**config.mk**
```make
export PLATFORM = sky130hd
export DESIGN_NAME = mfp_reset_sequencer
export DESIGN_NICKNAME = d
export VERILOG_FILES = /design/src/rtl/mfp_reset_sequencer.sv
export SDC_FILE = /design/constraint.sdc
export NUM_CORES = 1
export LEC_CHECK = 0
export BUFFER_PORTS_ARGS = -buffer_cell sky130_fd_sc_hd__clkbuf_2
export CAP_MARGIN = 10
export CORE_UTILIZATION = 30
export CTS_CLUSTER_DIAMETER = 80
export DETAILED_ROUTE_END_ITERATION = 6
export PLACE_DENSITY = 0.48
export SETUP_SLACK_MARGIN = 0.02
export SLEW_MARGIN = 25
export SYNTH_ARGS = -nofsm -noshare
export SYNTH_HDL_FRONTEND = slang
export SYNTH_SLANG_ARGS = --single-unit
```
**constraint.sdc**
```tcl
create_clock -name SI_ClkIn -period 2.67 [get_ports SI_ClkIn]
set_clock_uncertainty 0.15 [all_clocks]
set_input_delay 0.801 -clock SI_ClkIn [delete_from_list [all_inputs] [get_ports SI_ClkIn]]
set_output_delay 0.801 -clock SI_ClkIn [all_outputs]
set_load 0.02 [all_outputs]
```
**src/rtl/mfp_reset_sequencer.sv**
```systemverilog
`default_nettype none
// ============================================================================
// Module   : mfp_reset_sequencer
// Purpose  : Multi-channel reset sequencer for the MIPSfpga system top.
//            Holds every active-low reset output asserted for HOLD_CYCLES,
//            then releases the channels one at a time (bit 0 first) with
//            STAGE_GAP cycles between releases. A software/loader request,
//            or an optional watchdog timeout, re-runs the full sequence.
//
// Parameters:
//   N_CHANNELS  - number of reset outputs (>= 1)
//   HOLD_CYCLES - cycles all outputs stay low after sequence start (>= 1)
//   STAGE_GAP   - cycles between consecutive releases; 0 = release together
//   WDT_CYCLES  - watchdog timeout in cycles (>= 2), watchdog builds only
//
// Ports:
//   SI_ClkIn     in   1           system clock
//   SI_Reset     in   1           synchronous active-high reset, top priority
//   sw_reset_req in   1           request to re-run the sequence
//   wdt_kick     in   1           watchdog restart strobe
//   rst_n_out    out  N_CHANNELS  active-low resets, bit 0 released first
//   busy         out  1           high while any rst_n_out bit is low
//   seq_done     out  1           pulse in the cycle the last channel releases
//   wdt_expired  out  1           pulse when the watchdog times out
//
// Build option:
//   MFP_RESET_SEQ_WATCHDOG_EN - when defined, a watchdog counter runs in the
//   DONE state and restarts the sequence if wdt_kick stops arriving. When
//   undefined, wdt_kick is ignored and wdt_expired is tied low.
//
// Revision : 1.0 - initial release
// ============================================================================
module mfp_reset_sequencer #(
    parameter int N_CHANNELS  = 3,
    parameter int HOLD_CYCLES = 16,
    parameter int STAGE_GAP   = 8,
    parameter int WDT_CYCLES  = 1048576
) (
    input  logic                  SI_ClkIn,
    input  logic                  SI_Reset,
    input  logic                  sw_reset_req,
    input  logic                  wdt_kick,
    output logic [N_CHANNELS-1:0] rst_n_out,
    output logic                  busy,
    output logic                  seq_done,
    output logic                  wdt_expired
);

    // ------------------------------------------------------------------------
    // Derived constants
    // ------------------------------------------------------------------------
    localparam int c_CNT_MAX  = (HOLD_CYCLES > STAGE_GAP) ? HOLD_CYCLES : STAGE_GAP;
    localparam int c_CNT_W    = $clog2(c_CNT_MAX + 1);
    localparam int c_IDX_W    = $clog2(N_CHANNELS + 1);
    localparam int c_WDT_W    = (WDT_CYCLES > 2) ? $clog2(WDT_CYCLES) : 1;

    // The gap terminal count is unreachable when STAGE_GAP is 0 (RELEASE is
    // never entered); clamp it so the compare constant stays non-negative.
    localparam int c_GAP_TERM = (STAGE_GAP > 0) ? (STAGE_GAP - 1) : 0;

    // All channels leave reset together when there is no gap or only one
    // channel exists, so HOLD goes straight to DONE.
    localparam bit c_SKIP_RELEASE = (STAGE_GAP == 0) || (N_CHANNELS == 1);

    localparam logic [c_CNT_W-1:0]    c_HOLD_TERM_V = c_CNT_W'(HOLD_CYCLES - 1);
    localparam logic [c_CNT_W-1:0]    c_GAP_TERM_V  = c_CNT_W'(c_GAP_TERM);
    localparam logic [c_IDX_W-1:0]    c_LAST_IDX    = c_IDX_W'(N_CHANNELS - 1);
    localparam logic [N_CHANNELS-1:0] c_ALL_ONES    = {N_CHANNELS{1'b1}};
    localparam logic [N_CHANNELS-1:0] c_CH0_MASK    = N_CHANNELS'(1);

    // ------------------------------------------------------------------------
    // State encoding
    // ------------------------------------------------------------------------
    localparam logic [1:0] c_S_HOLD    = 2'd0;
    localparam logic [1:0] c_S_RELEASE = 2'd1;
    localparam logic [1:0] c_S_DONE    = 2'd2;

    // ------------------------------------------------------------------------
    // Registers. Declaration initialisers equal the reset values so the
    // sequence also runs straight out of FPGA configuration.
    // ------------------------------------------------------------------------
    logic [1:0]            r_state    = c_S_HOLD;
    logic [c_CNT_W-1:0]    r_cnt      = '0;
    logic [c_IDX_W-1:0]    r_idx      = '0;
    logic [N_CHANNELS-1:0] r_rst_n    = '0;
    logic                  r_busy     = 1'b1;
    logic                  r_seq_done = 1'b0;
    logic                  r_wdt_exp  = 1'b0;

    // ------------------------------------------------------------------------
    // Next-state signals
    // ------------------------------------------------------------------------
    logic [1:0]            w_state_nxt;
    logic [c_CNT_W-1:0]    w_cnt_nxt;
    logic [c_IDX_W-1:0]    w_idx_nxt;
    logic [N_CHANNELS-1:0] w_rst_n_nxt;
    logic                  w_done_nxt;
    logic                  w_wdt_fire;
    logic                  w_restart;
    logic [N_CHANNELS-1:0] w_rel_mask;

    // One-hot mask selecting the channel addressed by the release index.
    generate
        for (genvar gi = 0; gi < N_CHANNELS; gi++) begin : g_rel_mask
            assign w_rel_mask[gi] = (r_idx == c_IDX_W'(gi));
        end
    endgenerate

    // ------------------------------------------------------------------------
    // Watchdog
    // ------------------------------------------------------------------------
`ifdef MFP_RESET_SEQ_WATCHDOG_EN
    localparam logic [c_WDT_W-1:0] c_WDT_TERM = c_WDT_W'(WDT_CYCLES - 1);

    logic [c_WDT_W-1:0] r_wdt_cnt = '0;

    // A kick in the terminal-count cycle wins over the expiry.
    assign w_wdt_fire = (r_state == c_S_DONE) && !wdt_kick && (r_wdt_cnt == c_WDT_TERM);

    // Counts only while DONE; any kick, expiry or restart request clears it,
    // and it is held at zero in every other state.
    always_ff @(posedge SI_ClkIn) begin
        if (SI_Reset) begin
            r_wdt_cnt <= '0;
        end else if ((r_state != c_S_DONE) || wdt_kick || w_wdt_fire || sw_reset_req) begin
            r_wdt_cnt <= '0;
        end else begin
            r_wdt_cnt <= r_wdt_cnt + c_WDT_W'(1);
        end
    end
`else
    // Watchdog compiled out: the kick strobe and timeout width have no load.
    logic [c_WDT_W-1:0] w_unused_wdt;
    assign w_unused_wdt = {c_WDT_W{wdt_kick}};
    assign w_wdt_fire   = 1'b0;
`endif

    assign w_restart = sw_reset_req | w_wdt_fire;

    // ------------------------------------------------------------------------
    // Sequencer next-state logic
    // ------------------------------------------------------------------------
    always_comb begin
        w_state_nxt = r_state;
        w_cnt_nxt   = r_cnt;
        w_idx_nxt   = r_idx;
        w_rst_n_nxt = r_rst_n;
        w_done_nxt  = 1'b0;

        if (w_restart) begin
            // Abort whatever is in progress and start again from HOLD. While
            // the request stays high the counter is pinned at zero.
            w_state_nxt = c_S_HOLD;
            w_cnt_nxt   = '0;
            w_idx_nxt   = '0;
            w_rst_n_nxt = '0;
        end else begin
            case (r_state)
                c_S_HOLD: begin
                    if (r_cnt == c_HOLD_TERM_V) begin
                        w_cnt_nxt = '0;
                        if (c_SKIP_RELEASE) begin
                            w_rst_n_nxt = c_ALL_ONES;
                            w_state_nxt = c_S_DONE;
                            w_done_nxt  = 1'b1;
                        end else begin
                            // Channel 0 leaves reset; index now points at
                            // the next channel to release.
                            w_rst_n_nxt = r_rst_n | c_CH0_MASK;
                            w_idx_nxt   = c_IDX_W'(1);
                            w_state_nxt = c_S_RELEASE;
                        end
                    end else begin
                        w_cnt_nxt = r_cnt + c_CNT_W'(1);
                    end
                end

                c_S_RELEASE: begin
                    if (r_cnt == c_GAP_TERM_V) begin
                        w_cnt_nxt   = '0;
                        w_rst_n_nxt = r_rst_n | w_rel_mask;
                        if (r_idx == c_LAST_IDX) begin
                            w_state_nxt = c_S_DONE;
                            w_done_nxt  = 1'b1;
                        end else begin
                            w_idx_nxt = r_idx + c_IDX_W'(1);
                        end
                    end else begin
                        w_cnt_nxt = r_cnt + c_CNT_W'(1);
                    end
                end

                c_S_DONE: begin
                    w_rst_n_nxt = c_ALL_ONES;
                end

                default: begin
                    // Unused encoding: fall back to a clean sequence start.
                    w_state_nxt = c_S_HOLD;
                    w_cnt_nxt   = '0;
                    w_idx_nxt   = '0;
                    w_rst_n_nxt = '0;
                end
            endcase
        end
    end

    // ------------------------------------------------------------------------
    // State and output registers. busy is registered from the next-state
    // reset vector so it changes in the same cycle as rst_n_out, glitch-free.
    // ------------------------------------------------------------------------
    always_ff @(posedge SI_ClkIn) begin
        if (SI_Reset) begin
            r_state    <= c_S_HOLD;
            r_cnt      <= '0;
            r_idx      <= '0;
            r_rst_n    <= '0;
            r_busy     <= 1'b1;
            r_seq_done <= 1'b0;
            r_wdt_exp  <= 1'b0;
        end else begin
            r_state    <= w_state_nxt;
            r_cnt      <= w_cnt_nxt;
            r_idx      <= w_idx_nxt;
            r_rst_n    <= w_rst_n_nxt;
            r_busy     <= ~&w_rst_n_nxt;
            r_seq_done <= w_done_nxt;
            r_wdt_exp  <= w_wdt_fire;
        end
    end

    assign rst_n_out   = r_rst_n;
    assign busy        = r_busy;
    assign seq_done    = r_seq_done;
    assign wdt_expired = r_wdt_exp;

endmodule
`default_nettype wire
```
==> impl_results.md, run 1 <==
- Vias in the first global route: 581
- Area share of the largest cell type after synthesis: 35.56%
- Post-DP HPWL: 1054 um
- Final Core Density: 34.90%
- P&R area growth vs syn: 9.683%
- CP max stage delay: 400 ps
- Synth Flop Type: dfxtp_1
- Core area: 0.002477 mm^2
- # DRC: 0
- Synth Cell Area: 788.3 um^2
- Most common cell after layout, fill and taps aside: dfxtp_1
- Clock Sinks: 14
- Final hold vios: 0
- Share of layout cells above drive strength 1: around 17%
- GP Congestion: roughly 0.72
- CTS root buffer: clkbuf_4
- Final slew viol count: 0
- R2r startpoint: r_cnt[0]$_SDFFE_PP0P_
- Synth Instances: 86
- Initial DRT Pass Iterations: 4
- Slew headroom: 57.43%
- Synth Warn #: 0
- Vias: ~650
- Post-CTS sizing: 0
- Clock Pin Slew Worst Setup and Hold Paths: 90 ps
- Leakage Power: 0.3332 nW
- Setup TNS: 0 ps
- Max cap viols: 0
- Fmax: 0.4861 GHz
- Asr flop ratio synth: 0%
- Worst slew pin tran: 637.6 ps
- Peak supply drop: 0.0001649 V
- Gr ovfl total: 0
- Vias per cell: 5.252
- Setup slack, reg-to-reg: 610 ps
- Initial DRC Count: 8
- Post-layout instance area: 864.6 um^2
- # diodes: 0
- Rows: 18
- Top Ports: 10
- Setup Fix Bufs, Post-CTS: 0
- Die Y: about 53 um
- Hold Slack: 392.4 ps
- Routed len/inst: 12.09 um
- Initial antenna violation count: 0
- Slowest CP cell: or4_1
- CP startpoint: r_cnt[0]$_SDFFE_PP0P_
- GRT Total Usage: 13.01%
- Drt total wl: 1487 um
- Largest net degree at the start of global routing: 19
- CTS tree: built
- Worst endpoint required time: approximately 2700 ps
- Clock buffer depth: 2
- Fin crit period: 2057 ps
- Worst setup path end: rst_n_out[0]$_SDFF_PP0_
- Outcome: finished, final reports clean
- RSZ-0062 raised after global routing: no
- Port bufs: 7
- Fillers: roughly 270
- CTS Buf Count: 3
- Power per Cell Area: 444.2 mW/mm^2
- #FFs+latches synth: 14
- DIE AREA: between 0.002 and 0.003 mm^2
- Final setup fails: 0
- H-Tree Depth: 1
- Synth top area cells: dfxtp_1 36%, ha_1 9.5%, a21oi_1 3.8%
- Routed Antenna Nets: 0
- Final #Nets: 104
- Synth area leader: dfxtp_1
- Most frequent cells in the layout: 14 x dfxtp_1, 7 x nor2_1, 7 x clkbuf_2
- Hold Path Class: register to register
- Final period utilization: 77.06%
- Sequential share of the synthesized area: between 30% and 40%
- Yosys cell types: 33
- Critical Path Sink Type: register
- Hold path depth: 2
- Skew-Pair Late Insertion Delay: 280 ps
- Reg-to-Reg End: rst_n_out[0]$_SDFF_PP0_
- Mean Syn Cell Area: 9.166 um^2
- Hold_buf cts: 0
- CP Cell Sequence: ha_1 -> and3_1 -> ha_1 -> or4_1 -> and3_1 -> and2_1
- WP data arrival: 2090 ps
- Die width: 53.26 um
- Max FO, Critical Path: 6
- WS Path Type: register to register
- Placement Cell Area: just over 800 um^2
- Worst reg-to-reg path cell count: 6
- Starting density of the core: 31.82%
- Synth Net Count: 96
- First-pass GRT wire length: 2573 um
- EDFF count, synth: 0
- CP Launch Type: register
## cells in the mapped netlist, types with 2 or more instances
cell	instances
a21oi_1	6
o32a_1	2
mux2i_1	2
dfxtp_1	14
ha_1	6
nor2_1	7
nand3_1	5
and3_1	4
buf_2	2
buf_6	2
nand2b_1	3
inv_1	6
o21ai_0	3
nor3_1	3
nand2_1	3
## worst max-delay path: cells and delay by family, from the launching register on
kind / cells / cell delay (ps)
fa+ha+maj: 2 / 510
simple gates: 4 / 960
flops: 1 / 350
## stage by stage
stage,total power (W),setup slack (ps),cells
3_5_place_dp,0.0002313,630.3,119
6_report,0.0003841,612.6,123
2_1_floorplan,0.0002274,746.0,86
5_1_grt,0.0003975,504.5,123
3_3_place_gp,0.0002311,613.3,119
4_1_cts,0.0003889,610.0,123
## report_power, final
part | total (W) | internal (W) | switching [W] | leakage (nW)
Sequential | 0.000212 | 0.000210 | 0.00000152 | 0.113
Clock | 0.000158 | 0.0000829 | 0.0000748 | 0.0210
Combinational | 0.0000147 | 0.00000688 | 0.00000784 | 0.199
## worst min path at each step
stage / endpoint / from / slack [ps]
after floorplan: r_cnt[2]$_SDFFE_PP0P_ / r_cnt[2]$_SDFFE_PP0P_ / 350
after global placement: r_idx[1]$_SDFFE_PP0P_ / r_idx[1]$_SDFFE_PP0P_ / 380
after detailed placement: r_cnt[2]$_SDFFE_PP0P_ / r_cnt[2]$_SDFFE_PP0P_ / 380
after CTS: r_idx[1]$_SDFFE_PP0P_ / r_idx[1]$_SDFFE_PP0P_ / 400
after global routing: rst_n_out[2]$_SDFF_PP0_ / rst_n_out[2]$_SDFF_PP0_ / 430
final: r_idx[1]$_SDFFE_PP0P_ / r_idx[1]$_SDFFE_PP0P_ / 390
## cell families (layout without fill, tap and decap cells)
| kind of cell | Yosys count | count (layout) | synth area share, % |
|---|---|---|---|
| AND/OR/NAND/NOR | 33 | 33 | 25.40 |
| AO/OA/AOI/OAI | 19 | 19 | 18.57 |
| flip-flops | 14 | 14 | 35.56 |
| buffers and inverters | 11 | 18 | 7.937 |
| adder cells (fa/ha/maj) | 6 | 6 | 9.524 |
| multiplexers | 2 | 2 | 2.540 |
| other | 1 | 1 | 0.4757 |
## registers in the layout, indices dropped and copies added, names as in the netlist
register / flops
busy: 1
r_cnt: 5
r_idx: 2
r_state: 2
rst_n_out: 3
seq_done: 1
## area by class of cell
class / instances / area, um^2 / share of cell area, %
inverters: 6 / 22.52 / 2.605
repair buffers: 8 / 42.54 / 4.920
well taps: 30 / 37.54 / 4.342
flip-flops and latches: 14 / 280.3 / 32.42
clock buffers: 4 / 36.28 / 4.197
multi-input cells: 61 / 445.4 / 51.52
## metal layers
metal	up-vias	global-route usage (%)	part of all wire, %
met5	-	0	0
met4	0	7.018	1.0
li1	326	-	-
met1	305	16.81	50
met2	13	19.38	45
met3	2	3.448	3.4
No activity file was read; power rests on OpenSTA's default activity.
==> run 2: changes to the inputs <==
--- a/config.mk
+++ b/config.mk
@@ -5,6 +5,7 @@
 export SDC_FILE = /design/constraint.sdc
 export NUM_CORES = 1
 export LEC_CHECK = 0
+export ABC_AREA = 1
 export BUFFER_PORTS_ARGS = -buffer_cell sky130_fd_sc_hd__clkbuf_2
 export CAP_MARGIN = 10
 export CORE_UTILIZATION = 30
==> constraint.sdc (replaced) <==
create_clock -name SI_ClkIn -period 2.2 [get_ports SI_ClkIn]
set_clock_uncertainty 0.15 [all_clocks]
set_input_delay 0.66 -clock SI_ClkIn [delete_from_list [all_inputs] [get_ports SI_ClkIn]]
set_output_delay 0.66 -clock SI_ClkIn [all_outputs]
set_load 0.02 [all_outputs]
==> impl_results.md, run 2 <==
- Hold Path Origin: r_cnt[3]$_SDFFE_PP0P_
- CP Launch Type: register
- Core area: 0.002500 mm^2
- Worst reg-to-reg path cell count: 11
- Most frequent cell after synthesis: nand2_1
- Post-CTS sizing: 0
- Fmax: 0.5684 GHz
- Hold Slack: 340.2 ps
- Die Y: 53.59 um
- Top cells by count, synth: 27 x nand2_1, 14 x dfxtp_1, 14 x inv_1, 11 x nor2_1, 10 x a21oi_1
- Vias per cell: approximately 4.4
- CTS Buf Count: 3
- EDFF count, synth: 0
- Fin crit period: 1759 ps
- Slowest CP cell: dfxtp_1
- Most frequent cells in the layout: 27 x nand2_1, 14 x inv_1, 14 x dfxtp_1, 11 x nor2_1, 10 x a21oi_1
- Setup TNS: 0 ps
- Post-DP HPWL: 1179 um
- Setup slack, reg-to-reg: between 400 and 500 ps
- Max FO, Critical Path: 5
- Worst path buffer plus inverter count: 1
- Clock Pin Slew Worst Setup and Hold Paths: 80 ps
- Port bufs: 7
- WS Path Type: register to register
- R2r startpoint: r_cnt[0]$_SDFFE_PP0P_
- CTS tree: built
- Crit path depth: 11
- CP startpoint: r_cnt[0]$_SDFFE_PP0P_
- Post-layout instance area: 892.1 um^2
- CP max stage delay: 380 ps
- Synth Flop Type: dfxtp_1
- Fillers: about 270
- Gr ovfl total: 0
- P&R area growth vs syn: 11.76%
- Routed Antenna Nets: 0
- Synth Instances: 110
- WP data arrival: 1790 ps
- Mean Syn Cell Area: ~7.3 um^2
- Reg-to-Reg End: r_idx[0]$_SDFFE_PP0P_
- Rows: 18
- Synth Cell Area: about 800 um^2
- Total design power: 0.0004614 W
- Clock Sinks: 14
- Initial DRC Count: 22
- Vias in the first global route: 645
- # DRC: 0
- Max reg flops: 5
- Synth top area cells: dfxtp_1 35%, nand2_1 13%, ha_1 9.4%
- Routed len/inst: 10.37 um
- Yosys cell types: 22
- Outcome: finished, final reports clean
- Vias: approximately 660
- Final slew viol count: 0
- CP Cell Sequence: ha_1 -> nand2_1 -> nor2_1 -> ha_1 -> inv_1 -> nand2_2 -> nand2_4 -> nand2_4 -> nand2_2 -> nor2_1 -> nor2_1
- Final #Nets: 130
- Drt total wl: 1545 um
- Sequential share of the synthesized area: 35.11%
- Initial antenna violation count: 0
- DIE AREA: 0.002871 mm^2
- Top delay family on crit path: simple AND/OR/NAND/NOR gates
- Share of layout cells above drive strength 1: 18.49%
- Hold Path Class: register to register
- GRT Total Usage: 13.73%
- Skew-Pair Late Insertion Delay: around 280 ps
- Setup Fix Bufs, Post-CTS: 0
- Area share of the largest cell type after synthesis: a little over a third
- #FFs+latches synth: 14
- CTS root buffer: clkbuf_4
- Worst setup path end: r_idx[0]$_SDFFE_PP0P_
- Critical Path Sink Type: register
- Asr flop ratio synth: 0%
- # diodes: 0
- Hold_buf cts: 0
- Final period utilization: about 80%
- Largest Register: r_cnt
- Synth Warn #: 0
- Final hold vios: 0
- First-pass GRT wire length: 2760 um
- Most Frequent Cell on Critical Path: nor2_1
- Synth area leader: dfxtp_1
- Die width: between 50 and 60 um
- Final setup fails: 0
- Leakage Power: approximately 0.38 nW
- Peak supply drop: roughly 0.00037 V
- Synth Net Count: 120
- Starting density of the core: between 30% and 40%
- Most common cell after layout, fill and taps aside: nand2_1
- Largest net degree at the start of global routing: 11
- Worst endpoint required time: 2230 ps
- RSZ-0062 raised after global routing: no
- Top Ports: 10
- Placement Cell Area: 855.8 um^2
- H-Tree Depth: 1
- GP Congestion: 0.7559
- Max cap viols: 0
- Power per Cell Area: just over 500 mW/mm^2
- Initial DRT Pass Iterations: 4
- Clock buffer depth: 2
run 2: cell count changes after synthesis, sizes merged, moves of 3 or more:
| cell | delta |
|---|---|
| a21oi | +4 |
| inv | +10 |
| nand2b | -3 |
| nand2 | +29 |
| nor2 | +7 |
| nor3 | -3 |
| buf | -3 |
| and3 | -5 |
run 2: through the flow:
step	util, %	std cells	worst slack (ps)
after detailed placement	34.23	145	432.6
after global routing	35.69	149	248.3
after global placement	34.23	145	480.8
after floorplan	-	110	640.6
after CTS	35.69	149	418.8
final	35.69	149	440.8
run 2: worst reg2reg max path, stage by stage, from the launching register on:
cell and delay (ps):
dfxtp_1 380, ha_1 180, nand2_1 100, nor2_1 160, ha_1 190, inv_1 60, nand2_2 90, nand2_4 70
nand2_4 90, nand2_2 50, nor2_1 80, nor2_1 50
run 2: cell type report:
| class | count | area [um^2] | area share, % |
|---|---|---|---|
| flip-flops and latches | 14 | 280.3 | 31.42 |
| well taps | 30 | 37.54 | 4.208 |
| repair buffers | 7 | 35.03 | 3.927 |
| clock buffers | 4 | 36.28 | 4.067 |
| multi-input cells | 78 | 442.9 | 49.65 |
| inverters | 16 | 60.06 | 6.732 |
run 2: power breakdown:
group | switching [W] | internal (W) | total [W]
registers | 0.00000154 | 0.000255 | 0.000257
clock network | 0.0000883 | 0.000101 | 0.000189
logic | 0.0000107 | 0.00000515 | 0.0000159
total | 0.000101 | 0.000361 | 0.000461
run 2: worst min path at each step:
stage | to | slack (ps) | depth (start not counted)
detailed placement | r_cnt[1]$_SDFFE_PP0P_ | 330 | 2
global placement | r_cnt[3]$_SDFFE_PP0P_ | 310 | 2
CTS | r_cnt[1]$_SDFFE_PP0P_ | 350 | 2
finish | r_cnt[3]$_SDFFE_PP0P_ | 340 | 2
floorplan | r_cnt[3]$_SDFFE_PP0P_ | 300 | 2
global route | r_cnt[3]$_SDFFE_PP0P_ | 370 | 2
run 2: metal layers:
metal / track usage (%) / vias to the layer above / wire length (um)
li1: - / 363 / -
met1: 18.06 / 285 / 850
met2: 20.83 / 11 / 622
met3: 5.085 / 2 / 58
met4: 3.947 / 0 / 12
met5: 0 / - / 0
run 2: kinds of logic after synthesis:
kind of cell	synth area share [%]
AOI/OAI and AO/OA	11.44
adders and majority gates	9.404
other	0.4698
and+or+nand+nor	34.17
DFF	35.11
buffers and inverters	9.404
